[config.mk]
export PLATFORM = sky130hd
export DESIGN_NAME = uart_tx_mmio
export DESIGN_NICKNAME = d
export VERILOG_FILES = /design/src/rtl/uart_tx_mmio.sv
export SDC_FILE = /design/constraint.sdc
export NUM_CORES = 1
export LEC_CHECK = 0
export ABC_CLOCK_PERIOD_IN_PS = 3600
export CAP_MARGIN = 20
export CORE_UTILIZATION = 52
export DETAILED_ROUTE_END_ITERATION = 8
export GPL_TIMING_DRIVEN = 1
export HOLD_SLACK_MARGIN = 0.15
export PLACE_DENSITY = 0.79
export RECOVER_POWER = 50
export SETUP_SLACK_MARGIN = 0.05
export SYNTH_ARGS = -nofsm -noshare
export SYNTH_HDL_FRONTEND = slang
export SYNTH_SLANG_ARGS = --single-unit
export TNS_END_PERCENT = 10
[constraint.sdc]
create_clock -name clk -period 3.6 [get_ports clk]
set_clock_uncertainty 0.15 [all_clocks]
set_input_delay 0.72 -clock clk [delete_from_list [all_inputs] [get_ports clk]]
set_output_delay 0.72 -clock clk [all_outputs]
set_load 0.005 [all_outputs]
[src/rtl/uart_tx_mmio.sv]
// Memory-mapped 8N1 UART transmitter: snoops CPU stores, queues bytes in a small
// FIFO and serializes them LSB first on tx, with a polled status word.
module uart_tx_mmio #(
  parameter int            n            = 16,
  parameter logic [n-1:0]  TXADDR       = 16'hFFF0,
  parameter logic [n-1:0]  CTLADDR      = 16'hFFF2,
  parameter int            CLKS_PER_BIT = 16,
  parameter int            DEPTH        = 4
) (
  input  logic         clk,
  input  logic         reset,
  input  logic         memwrite,
  input  logic [n-1:0] dataadr,
  input  logic [n-1:0] writedata,
  output logic         tx,
  output logic [n-1:0] status
);

  localparam int BW = $clog2(CLKS_PER_BIT);
  localparam int PW = $clog2(DEPTH);
  localparam int CW = PW + 1;
  localparam logic [BW-1:0] BAUD_LAST = BW'(CLKS_PER_BIT - 1);
  localparam logic [CW-1:0] DEPTH_C   = CW'(DEPTH);

  typedef enum logic [1:0] {
    IDLE  = 2'd0,
    START = 2'd1,
    DATA  = 2'd2,
    STOP  = 2'd3
  } state_t;

  state_t          state_q, state_d;
  logic [BW-1:0]   baud_q, baud_d;
  logic [2:0]      idx_q, idx_d;
  logic [7:0]      shift_q, shift_d;
  logic            tx_q, tx_d;
  logic [7:0]      mem_q [DEPTH];
  logic [PW-1:0]   rptr_q, wptr_q;
  logic [CW-1:0]   count_q;
  logic            ovf_q;
  logic            push_s, clr_s, pop_s, accept_s, bit_end_s;
  logic            fifo_empty_s, fifo_full_s;
  logic            unused_s;

  assign push_s       = memwrite && (dataadr == TXADDR);
  assign clr_s        = memwrite && (dataadr == CTLADDR);
  assign fifo_empty_s = (count_q == '0);
  assign fifo_full_s  = (count_q == DEPTH_C);
  // A full FIFO still accepts a byte when the serializer frees a slot on the same edge.
  assign accept_s     = push_s && (!fifo_full_s || pop_s);
  assign bit_end_s    = (baud_q == BAUD_LAST);
  assign unused_s     = ^writedata[n-1:8];
  assign tx           = tx_q;

  always_comb begin
    state_d = state_q;
    baud_d  = baud_q + BW'(1);
    idx_d   = idx_q;
    shift_d = shift_q;
    pop_s   = 1'b0;
    case (state_q)
      IDLE: begin
        baud_d = '0;
        if (!fifo_empty_s) begin
          pop_s   = 1'b1;
          shift_d = mem_q[rptr_q];
          state_d = START;
        end else begin
          state_d = IDLE;
        end
      end
      START: begin
        if (bit_end_s) begin
          baud_d  = '0;
          idx_d   = 3'd0;
          state_d = DATA;
        end else begin
          state_d = START;
        end
      end
      DATA: begin
        if (bit_end_s) begin
          baud_d  = '0;
          shift_d = {1'b0, shift_q[7:1]};
          if (idx_q == 3'd7) begin
            state_d = STOP;
          end else begin
            idx_d = idx_q + 3'd1;
          end
        end else begin
          state_d = DATA;
        end
      end
      STOP: begin
        if (bit_end_s) begin
          baud_d = '0;
          if (!fifo_empty_s) begin
            pop_s   = 1'b1;
            shift_d = mem_q[rptr_q];
            state_d = START;
          end else begin
            state_d = IDLE;
          end
        end else begin
          state_d = STOP;
        end
      end
      default: begin
        baud_d  = '0;
        state_d = IDLE;
      end
    endcase
    // tx is registered from the next state so the line changes exactly at state entry.
    case (state_d)
      START:   tx_d = 1'b0;
      DATA:    tx_d = shift_d[0];
      default: tx_d = 1'b1;
    endcase
  end

  always_ff @(posedge clk or negedge reset) begin
    if (!reset) begin
      state_q <= IDLE;
      baud_q  <= '0;
      idx_q   <= 3'd0;
      shift_q <= 8'h00;
      tx_q    <= 1'b1;
    end else begin
      state_q <= state_d;
      baud_q  <= baud_d;
      idx_q   <= idx_d;
      shift_q <= shift_d;
      tx_q    <= tx_d;
    end
  end

  always_ff @(posedge clk or negedge reset) begin
    if (!reset) begin
      rptr_q  <= '0;
      wptr_q  <= '0;
      count_q <= '0;
      ovf_q   <= 1'b0;
    end else begin
      if (accept_s) begin
        wptr_q <= wptr_q + PW'(1);
      end
      if (pop_s) begin
        rptr_q <= rptr_q + PW'(1);
      end
      if (accept_s && !pop_s) begin
        count_q <= count_q + CW'(1);
      end else if (pop_s && !accept_s) begin
        count_q <= count_q - CW'(1);
      end
      if (push_s && !accept_s) begin
        ovf_q <= 1'b1;
      end else if (clr_s) begin
        ovf_q <= 1'b0;
      end
    end
  end

  always_ff @(posedge clk) begin
    if (accept_s) begin
      mem_q[wptr_q] <= writedata[7:0];
    end
  end

  always_comb begin
    status    = '0;
    status[0] = fifo_full_s;
    status[1] = fifo_empty_s;
    status[2] = (state_q != IDLE);
    status[3] = ovf_q;
  end

endmodule

Word level (Yosys, flattened, before mapping)
Memories as Yosys holds them, arrays and structs flattened.
Index checks and enable logic that the tools add are counted.
{"block": "classes", "addsub": 6, "n_eq_ne": 14, "n_mux": 26, "reduce_logical": 20}
{"operator": "16-bit equality test (second input constant)", "n": 2}
{"operator": "8-bit 2-to-1 mux", "n": 3}
{"operator": "8-bit case mux with 3 select lines", "n": 1}
{"operator": "3-bit 2-to-1 mux", "n": 5}
{"operator": "2-bit 2-to-1 mux", "n": 4}
{"operator": "2-bit != test (second input constant)", "n": 4}
{"operator": "2-bit case mux with 4 select lines", "n": 1}
{"operator": "4-bit case mux with 2 select lines", "n": 1}
{"operator": "2-bit nonzero test", "n": 4}
{"operator": "1-bit 2-to-1 mux", "n": 7}
{"operator": "3-bit by 1-bit adder with 3-bit output (second input constant)", "n": 2}
{"operator": "2-bit equality test (second input constant)", "n": 3}
{"operator": "3-bit equality test (second input constant)", "n": 2}
{"operator": "1-bit logical AND", "n": 6}
{"operator": "3-bit case mux with 2 select lines", "n": 1}
{"operator": "2-bit by 1-bit adder with 2-bit output (second input constant)", "n": 2}
{"operator": "4-bit by 1-bit adder with 4-bit output (second input constant)", "n": 1}
{"operator": "2-bit by 1-bit equality test with 1-bit output (second input constant)", "n": 2}
{"operator": "4-bit equality test (second input constant)", "n": 1}
{"operator": "4-bit 2-to-1 mux", "n": 1}
{"operator": "1-bit case mux with 2 select lines", "n": 2}
{"operator": "4-bit AND reduction", "n": 1}
{"operator": "1-bit logical NOT", "n": 3}
{"operator": "3-bit logical NOT", "n": 1}
{"operator": "6 further kinds", "n": 6}
{"block": "word_totals", "ff_bits": 26, "ramBits": 32, "in_bits": 35, "output_inout_bits": 17, "word_cells": 77, "n_memories": 1}
{"name": "mem_q", "depth": 4, "word_bits": 8, "rd": 1, "rd_clocked_by_memory_dff": 0, "write_ports": 1, "line_no": "37", "text": "logic [7:0] mem_q [DEPTH];"}

Logic depth before layout (Yosys ltp)
Gate-level depths: netlist of the first run.
{"block": "depth", "depth_word": 10, "ltp_mapped": 12, "mapped_depth_nobuf": 11}

Worst setup path before layout of the first run
Ideal clock, no wire load.
{"block": "synth_timing", "kind": "input to register", "start": "in dataadr[0]", "end": "reg count_q[2]", "setup_time_ps": 79, "t_arrival_ps": 3145, "t_required_ps": 3371, "setup_slack_ps": 226, "path_stages": 9, "path_buffers": 0, "cell_sequence": "or4b_4 -> or4_4 -> a211oi_4 -> ha_1 -> inv_1 -> fa_1 -> xor2_1 -> nor2_1 -> xor2_1"}
{"block": "synth_via", "elab_chain_len": 6, "elab_cells_between_ends": 8, "cone_classes": "eq/ne: 1; mux: 1; reduce/logical: 6"}
{"item": "start: declaration", "line_no": "13", "text": "input logic [n-1:0] dataadr,"}
{"item": "16-bit equality test (*)", "line_no": "45", "text": "assign push_s = memwrite && (dataadr == TXADDR);"}
{"item": "1-bit logical AND (*)", "line_no": "45"}
{"item": "1-bit logical AND (*)", "line_no": "50", "text": "assign accept_s = push_s && (!fifo_full_s || pop_s);"}
{"item": "via accept_s", "line_no": "41", "text": "logic push_s, clr_s, pop_s, accept_s, bit_end_s;"}
{"item": "1-bit logical NOT", "line_no": "152", "text": "end else if (pop_s && !accept_s) begin"}
{"item": "1-bit logical AND", "line_no": "152"}
{"item": "2-bit nonzero test (no source line)"}
{"item": "end signal: assignment", "line_no": "151", "text": "count_q <= count_q + CW'(1);"}
{"item": "end signal: assignment", "line_no": "153", "text": "count_q <= count_q - CW'(1);"}
{"item": "end: declaration", "line_no": "39", "text": "logic [CW-1:0] count_q;"}
The timed path passes the listed nets; every way through them passes the cells marked *.
A chain may end at the register's enable or synchronous reset.

Worst setup path after layout of the first run
Same ends and word-level chain as after synthesis.

==> out/qor.csv, run 1 <==
metric,value,unit
outcome,completed,
Netlist Area Pre-Place,0.00286,mm^2
Iteration-0 DRC Markers,113,
Total Negative Setup Slacks,0,ns
total clock buffers created by CTS,9,
slew at the pin with the worst max-slew slack,1.40,ns
"sum of internal, switching and leakage power",1.40,mW
cts repair resizes,0,
horizontal die dimension,76.1,um
Netlist cell types,47,
buffer cell driving the clock tree root,sky130_fd_sc_hd__clkbuf_8,
kind of start point of the critical path,input port,
fin nets,299,
classification of the worst-slack hold path,reg2reg,
setup violators final,0,
height of the chip,76.1,um
prevailing post-synth register cell,sky130_fd_sc_hd__edfxtp_1,
CTS tree,built,
via count of the first global-routing pass,1801,
async set-reset flop share out of synthesis,44.8,%
number of buffers inserted by port buffering,31,
share of layout cells above drive strength 1,16.5,%
worst slew slack as a fraction of its limit,6.67,%
most frequent cells after synthesis,"32 x sky130_fd_sc_hd__edfxtp_1, 25 x sky130_fd_sc_hd__dfrtp_1, 16 x sky130_fd_sc_hd__buf_4",
post-synthesis sequential area ratio,56.5,%
placed cell area,0.00320,mm^2
Syn Inst Count,213,
number of antenna repair diodes,0,
static leakage,1.33,nW
Psw,284,uW
class of the most critical setup path,in2reg,
via count of the routed design,1720,
remaining global-route overflow,0,
main area contributors after synthesis,"sky130_fd_sc_hd__edfxtp_1 34%, sky130_fd_sc_hd__dfrtp_1 22%, sky130_fd_sc_hd__mux4_2 6.3%",
area inside the core boundary,0.00520,mm^2
number of storage elements in the synthesis netlist,58,
post-synthesis area per instance,13.4,um^2
overall routing resource usage,18.3,%
max-cap check violation count,0,
final-report hold violation count,0,
design area,0.00343,mm^2
placed wire-length estimate after detailed placement,3380,um
setup repair after global routing missed its margin,false,
portion of the clock cycle consumed by the worst path in the final layout,95.1,%
final routed wirelength across all metal layers,4710,um
area of the die,0.00579,mm^2
number of levels in the clock H-tree,3,
end-of-flow core utilization,65.8,%
Peak supply drop,0.275,mV
top cell type by total area after synthesis,sky130_fd_sc_hd__edfxtp_1,
sequential group share of total power,50.0,%
number of pins exceeding their max-slew limit in the final report,0,
filler cell count in the final layout,386,
Post-DRT Antenna Nets,0,
Clk pwr share,47.2,%
Worst setup EP type,register,
TritonRoute pass-1 iters,4,
combinational power share,2.9,%
count of placed standard cells including taps,309,
effective utilization at floorplan,54.9,%
antenna violations before repair,0,
Post-CTS Hold Buffers,0,
share of the synthesized area in the top cell type,33.7,%
number of flops mapped to enable cells by yosys,32,
insertion delay of the later-clocked pin in the worst-skew pair,0.34,ns
mean number of vias per cell,5.29,
maximum root-to-sink buffer count,2,
post-CTS repair timing setup buffer count,0,
gpl congestion,0.721,
placement row count,26,
DRC viols,0,
routed len/inst,14.5,um
largest net degree at the start of global routing,27,
num ports,52,
sink count of the clock tree,58,
signed area change from the synthesized netlist to the final layout,20.0,%
Worst Path Arrival,3.53,ns
maximum achievable frequency,0.292,GHz
switching power as a share of total power,20.2,%
internal cell power,1.12,mW
clock period minus final worst setup slack,3.42,ns
highest fanout seen on the critical path,2,
Non-Filler Instances,325,
cell with the most instances after synthesis,sky130_fd_sc_hd__edfxtp_1,
global-route wire length before repair,8240,um
"Data required, critical path",3.71,ns
Clock transition at path regs,0.07,ns
power density over the cells,410,mW/mm^2
Yosys warning count,0,
[layout by cell type (no fill, tap or decap), types with 2 or more instances in the layout]
master / instances
sky130_fd_sc_hd__a21oi_1: 4
sky130_fd_sc_hd__a22o_1: 10
sky130_fd_sc_hd__a31oi_1: 2
sky130_fd_sc_hd__and2_2: 3
sky130_fd_sc_hd__buf_4: 6
sky130_fd_sc_hd__bufinv_16: 2
sky130_fd_sc_hd__clkbuf_8: 9
sky130_fd_sc_hd__clkdlybuf4s50_1: 22
sky130_fd_sc_hd__clkinv_4: 3
sky130_fd_sc_hd__conb_1: 12
sky130_fd_sc_hd__dfrtp_1: 25
sky130_fd_sc_hd__dlygate4sd3_1: 9
sky130_fd_sc_hd__edfxtp_1: 32
sky130_fd_sc_hd__ha_1: 13
sky130_fd_sc_hd__inv_1: 9
sky130_fd_sc_hd__mux2i_1: 7
sky130_fd_sc_hd__mux4_2: 8
sky130_fd_sc_hd__nand2_1: 15
sky130_fd_sc_hd__nand4_1: 3
sky130_fd_sc_hd__nor2_1: 9
sky130_fd_sc_hd__nor2b_1: 2
sky130_fd_sc_hd__o21ai_0: 11
sky130_fd_sc_hd__o31ai_1: 2
sky130_fd_sc_hd__xnor2_1: 5
sky130_fd_sc_hd__xor2_1: 3
[cell type report]
class,count,area (um^2),area share (%)
clock buffers,9,124,3.62
clock inverters,7,103,2.99
inverters,9,33.8,0.986
multi-input cells,134,1110,32.3
flip-flops and latches,58,1610,47.1
well taps,70,87.6,2.56
repair buffers,38,359,10.5
[registers in the layout, summed over array words and instances, names as in the netlist]
register  cells
baud_q        4
ovf_q         1
rptr_q        2
idx_q         3
mem_q        32
wptr_q        2
tx            1
shift_q       8
count_q       3
state_q       2
[per-layer routing]
layer  global-route usage (%)  vias up  share of wire [%]
met3                     6.23        5                4.3
met5                        0        -                  0
met2                     30.5       45                 49
met1                     22.5      830                 46
met4                     6.15        0                1.1
li1                         -      840                  -
[critical path, stage by stage]
cell,delay [ns]
sky130_fd_sc_hd__clkdlybuf4s50_1,0.42
sky130_fd_sc_hd__or4b_4,0.54
sky130_fd_sc_hd__or4_4,0.56
sky130_fd_sc_hd__a211oi_4,0.24
sky130_fd_sc_hd__ha_1,0.20
sky130_fd_sc_hd__inv_1,0.05
sky130_fd_sc_hd__fa_1,0.37
sky130_fd_sc_hd__xor2_1,0.15
sky130_fd_sc_hd__nor2_1,0.12
sky130_fd_sc_hd__xor2_1,0.16
[path summary, 6_finish.rpt]
kind,start,end,slack [ns],cells after the start
min in group asynchronous,reset,shift_q[4],1.09,2
worst min-delay path,baud_q[0],baud_q[0],0.37,1
worst max-delay path,dataadr[0],count_q[2],0.18,10
max in group asynchronous,reset,baud_q[0],1.39,2
worst max register to register,state_q[0],count_q[2],0.56,11
worst min register to register,baud_q[0],baud_q[0],0.37,1
[logic make-up after synthesis]
family / synth area share [%]
mux: 9.68
compound gates: 9.95
fa+ha+maj: 6.40
simple gates: 8.50
flops: 56.5
xor+xnor: 2.45
buf+inv: 6.40
other cells: 0.131
[stage by stage]
stage / worst slack [ns] / hold slack, ns
2_1_floorplan: 0.226 / 0.274
3_3_place_gp: -0.0780 / 0.341
3_5_place_dp: -0.180 / 0.359
4_1_cts: 0.185 / 0.372
5_1_grt: 0.0703 / 0.396
6_report: 0.177 / 0.368
[power groups by stage]
stage / Clock [mW] / Sequential [mW] / Combinational, mW
6_report: 0.662 / 0.702 / 0.0405
5_1_grt: 0.706 / 0.701 / 0.0452
4_1_cts: 0.679 / 0.701 / 0.0436
3_5_place_dp: 0 / 0.715 / 0.0438
3_3_place_gp: 0 / 0.715 / 0.0422
2_1_floorplan: 0 / 0.716 / 0.0137
No activity file was read; power rests on OpenSTA's default activity.
==> run 2: changes to the inputs <==
ABC_CLOCK_PERIOD_IN_PS = 3930   (was 3600)
CTS_CLUSTER_SIZE = 20   (was not set)
clock period = 3.93 ns   (was 3.6 ns; I/O delays follow)
==> run 2 against run 1 <==
Worst setup slack improved by 0.26 ns. Final area decreased by 1.8%. Critical endpoint unchanged. Critical path depth unchanged. Power decreased by 14%. Global-route usage decreased by 0.11 points. Via count increased by 0.81%. Wire length decreased by 1.6%. Die area unchanged.
==> out/qor.csv, run 2 (same netlist as run 1, synthesis figures left out) <==
metric,value,unit,change
launch point of the worst hold path,baud_q[0],,unchanged
portion of the clock cycle consumed by the worst path in the final layout,88.8,%,
number of antenna repair diodes,0,,unchanged
share of layout cells above drive strength 1,14.7,%,was 16.5%
kind of start point of the critical path,input port,,unchanged
area inside the core boundary,0.00520,mm^2,unchanged
fin nets,295,,was 299
Reg with most FFs,mem_q,,unchanged
area of the die,0.00579,mm^2,unchanged
signed area change from the synthesized netlist to the final layout,17.8,%,was 20.0%
gpl congestion,0.716,,was 0.721
final-report hold violation count,0,,unchanged
CTS tree,built,,unchanged
number of pins exceeding their max-slew limit in the final report,0,,unchanged
Hold Path Depth,1,,unchanged
via count of the first global-routing pass,1839,,was 1801
sink count of the clock tree,58,,unchanged
Worst Path Arrival,3.59,ns,was 3.53 ns
registers with the most flip-flops,"mem_q x32, shift_q x8, baud_q x4",,unchanged
largest net degree at the start of global routing,27,,unchanged
slew at the pin with the worst max-slew slack,1.40,ns,about the same
total clock buffers created by CTS,9,,unchanged
effective utilization at floorplan,54.9,%,unchanged
DRC viols,0,,unchanged
max-cap check violation count,0,,unchanged
critical register-to-register path startpoint,state_q[1],,was state_q[0]
placement row count,26,,unchanged
maximum root-to-sink buffer count,2,,unchanged
insertion delay of the later-clocked pin in the worst-skew pair,0.33,ns,was 0.34 ns
Post-CTS Hold Buffers,0,,unchanged
classification of the worst-slack hold path,reg2reg,,unchanged
"leading cell types in the layout, fill and taps excluded","32 x sky130_fd_sc_hd__edfxtp_1, 25 x sky130_fd_sc_hd__dfrtp_1, 22 x sky130_fd_sc_hd__clkdlybuf4s50_1",,unchanged
"sum of internal, switching and leakage power",1.21,mW,was 1.40 mW
final routed wirelength across all metal layers,4630,um,was 4710 um
end-of-flow core utilization,64.6,%,was 65.8%
overall routing resource usage,18.2,%,was 18.3%
outcome,completed,,unchanged
setup violators final,0,,unchanged
TritonRoute pass-1 iters,4,,unchanged
remaining global-route overflow,0,,unchanged
post-CTS repair timing setup buffer count,0,,unchanged
most frequent standard cell in the layout excluding fill and tap cells,sky130_fd_sc_hd__edfxtp_1,,unchanged
setup repair after global routing missed its margin,false,,unchanged
maximum achievable frequency,0.287,GHz,
worst slew slack as a fraction of its limit,6.46,%,was 6.67%
buffer cell driving the clock tree root,sky130_fd_sc_hd__clkbuf_8,,unchanged
Iteration-0 DRC Markers,81,,was 113
cts repair resizes,0,,unchanged
Total Negative Setup Slacks,0,ns,unchanged
height of the chip,76.1,um,unchanged
num ports,52,,unchanged
number of levels in the clock H-tree,3,,unchanged
"Data required, critical path",4.03,ns,was 3.71 ns
destination of the worst hold path,baud_q[0],,unchanged
flop-to-flop setup slack,0.71,ns,was 0.56 ns
Clock transition at path regs,0.06,ns,was 0.07 ns
class of the most critical setup path,in2reg,,unchanged
power density over the cells,359,mW/mm^2,was 410 mW/mm^2
static leakage,1.29,nW,was 1.33 nW
number of flip-flops under the largest register name,32,,unchanged
clock period minus final worst setup slack,3.49,ns,
routed len/inst,14.4,um,was 14.5 um
horizontal die dimension,76.1,um,unchanged
placed wire-length estimate after detailed placement,3330,um,was 3380 um
antenna violations before repair,0,,unchanged
Peak supply drop,0.287,mV,was 0.275 mV
reg-to-reg critical path endpoint,count_q[2],,unchanged
mean number of vias per cell,5.40,,was 5.29
Worst setup EP type,register,,unchanged
highest fanout seen on the critical path,2,,unchanged
reg2reg path depth,10,,was 11
number of buffers inserted by port buffering,31,,unchanged
via count of the routed design,1734,,was 1720
Post-DRT Antenna Nets,0,,unchanged
global-route wire length before repair,8140,um,was 8240 um
==> run 2: changes by cell type in the layout (fill, tap and decap cells not counted), sizes merged <==
cell,change
buf,-4
bufinv,-1
clkinvlp,+2
inv,-1
==> run 2: how the worst max path moves through the flow <==
stage,endpoint,cells after the start,from,slack (ns)
global placement,count_q[2],10,dataadr[0],0.16
detailed placement,count_q[2],10,dataadr[0],0.09
global route,count_q[2],10,dataadr[0],0.28
finish,count_q[2],10,dataadr[0],0.44
CTS,count_q[2],10,dataadr[0],0.45
floorplan,count_q[2],9,dataadr[0],0.49
==> run 2: cell type report <==
cell class / instances / area [um^2]
Inverter: 9 / 33.8
Fill cell: 399 / 1840
Timing Repair Buffer: 34 / 329
Sequential cell: 58 / 1610
Clock buffer: 9 / 124
Tap cell: 70 / 87.6
Clock inverter: 7 / 70.1
Multi-Input combinational cell: 134 / 1110
==> run 2: critical path, cell delays in order <==
cell,delay [ns]
sky130_fd_sc_hd__clkdlybuf4s50_1,0.41
sky130_fd_sc_hd__or4b_4,0.54
sky130_fd_sc_hd__or4_4,0.56
sky130_fd_sc_hd__a211oi_4,0.24
sky130_fd_sc_hd__ha_1,0.21
sky130_fd_sc_hd__inv_1,0.06
sky130_fd_sc_hd__fa_1,0.38
sky130_fd_sc_hd__xor2_1,0.15
sky130_fd_sc_hd__nor2_1,0.11
sky130_fd_sc_hd__xor2_1,0.15
==> run 2: stage by stage <==
step	instance area (um^2)	instances	hold WS [ns]	setup slack [ns]
finish	3360	321	0.358	0.441
global route	3360	321	0.407	0.284
CTS	3370	321	0.364	0.451
detailed placement	3170	305	0.350	0.0906
global placement	3170	305	0.340	0.159
floorplan	2900	224	0.310	0.490
==> run 2: power breakdown <==
part,switching (mW),leakage (nW),internal [mW],total [mW]
clock network,0.239,0.0889,0.290,0.529
registers,0.0000418,0.603,0.643,0.643
logic,0.0153,0.595,0.0218,0.0370
==> run 2: layer usage <==
metal	wire length, um	vias to the layer above	share of wire, %	global-route usage (%)
li1	-	828	-	-
met1	2030	840	44	21.7
met2	2310	60	50	31.0
met3	265	6	5.7	6.83
met4	34	0	0.73	5.19
met5	0	-	0	0
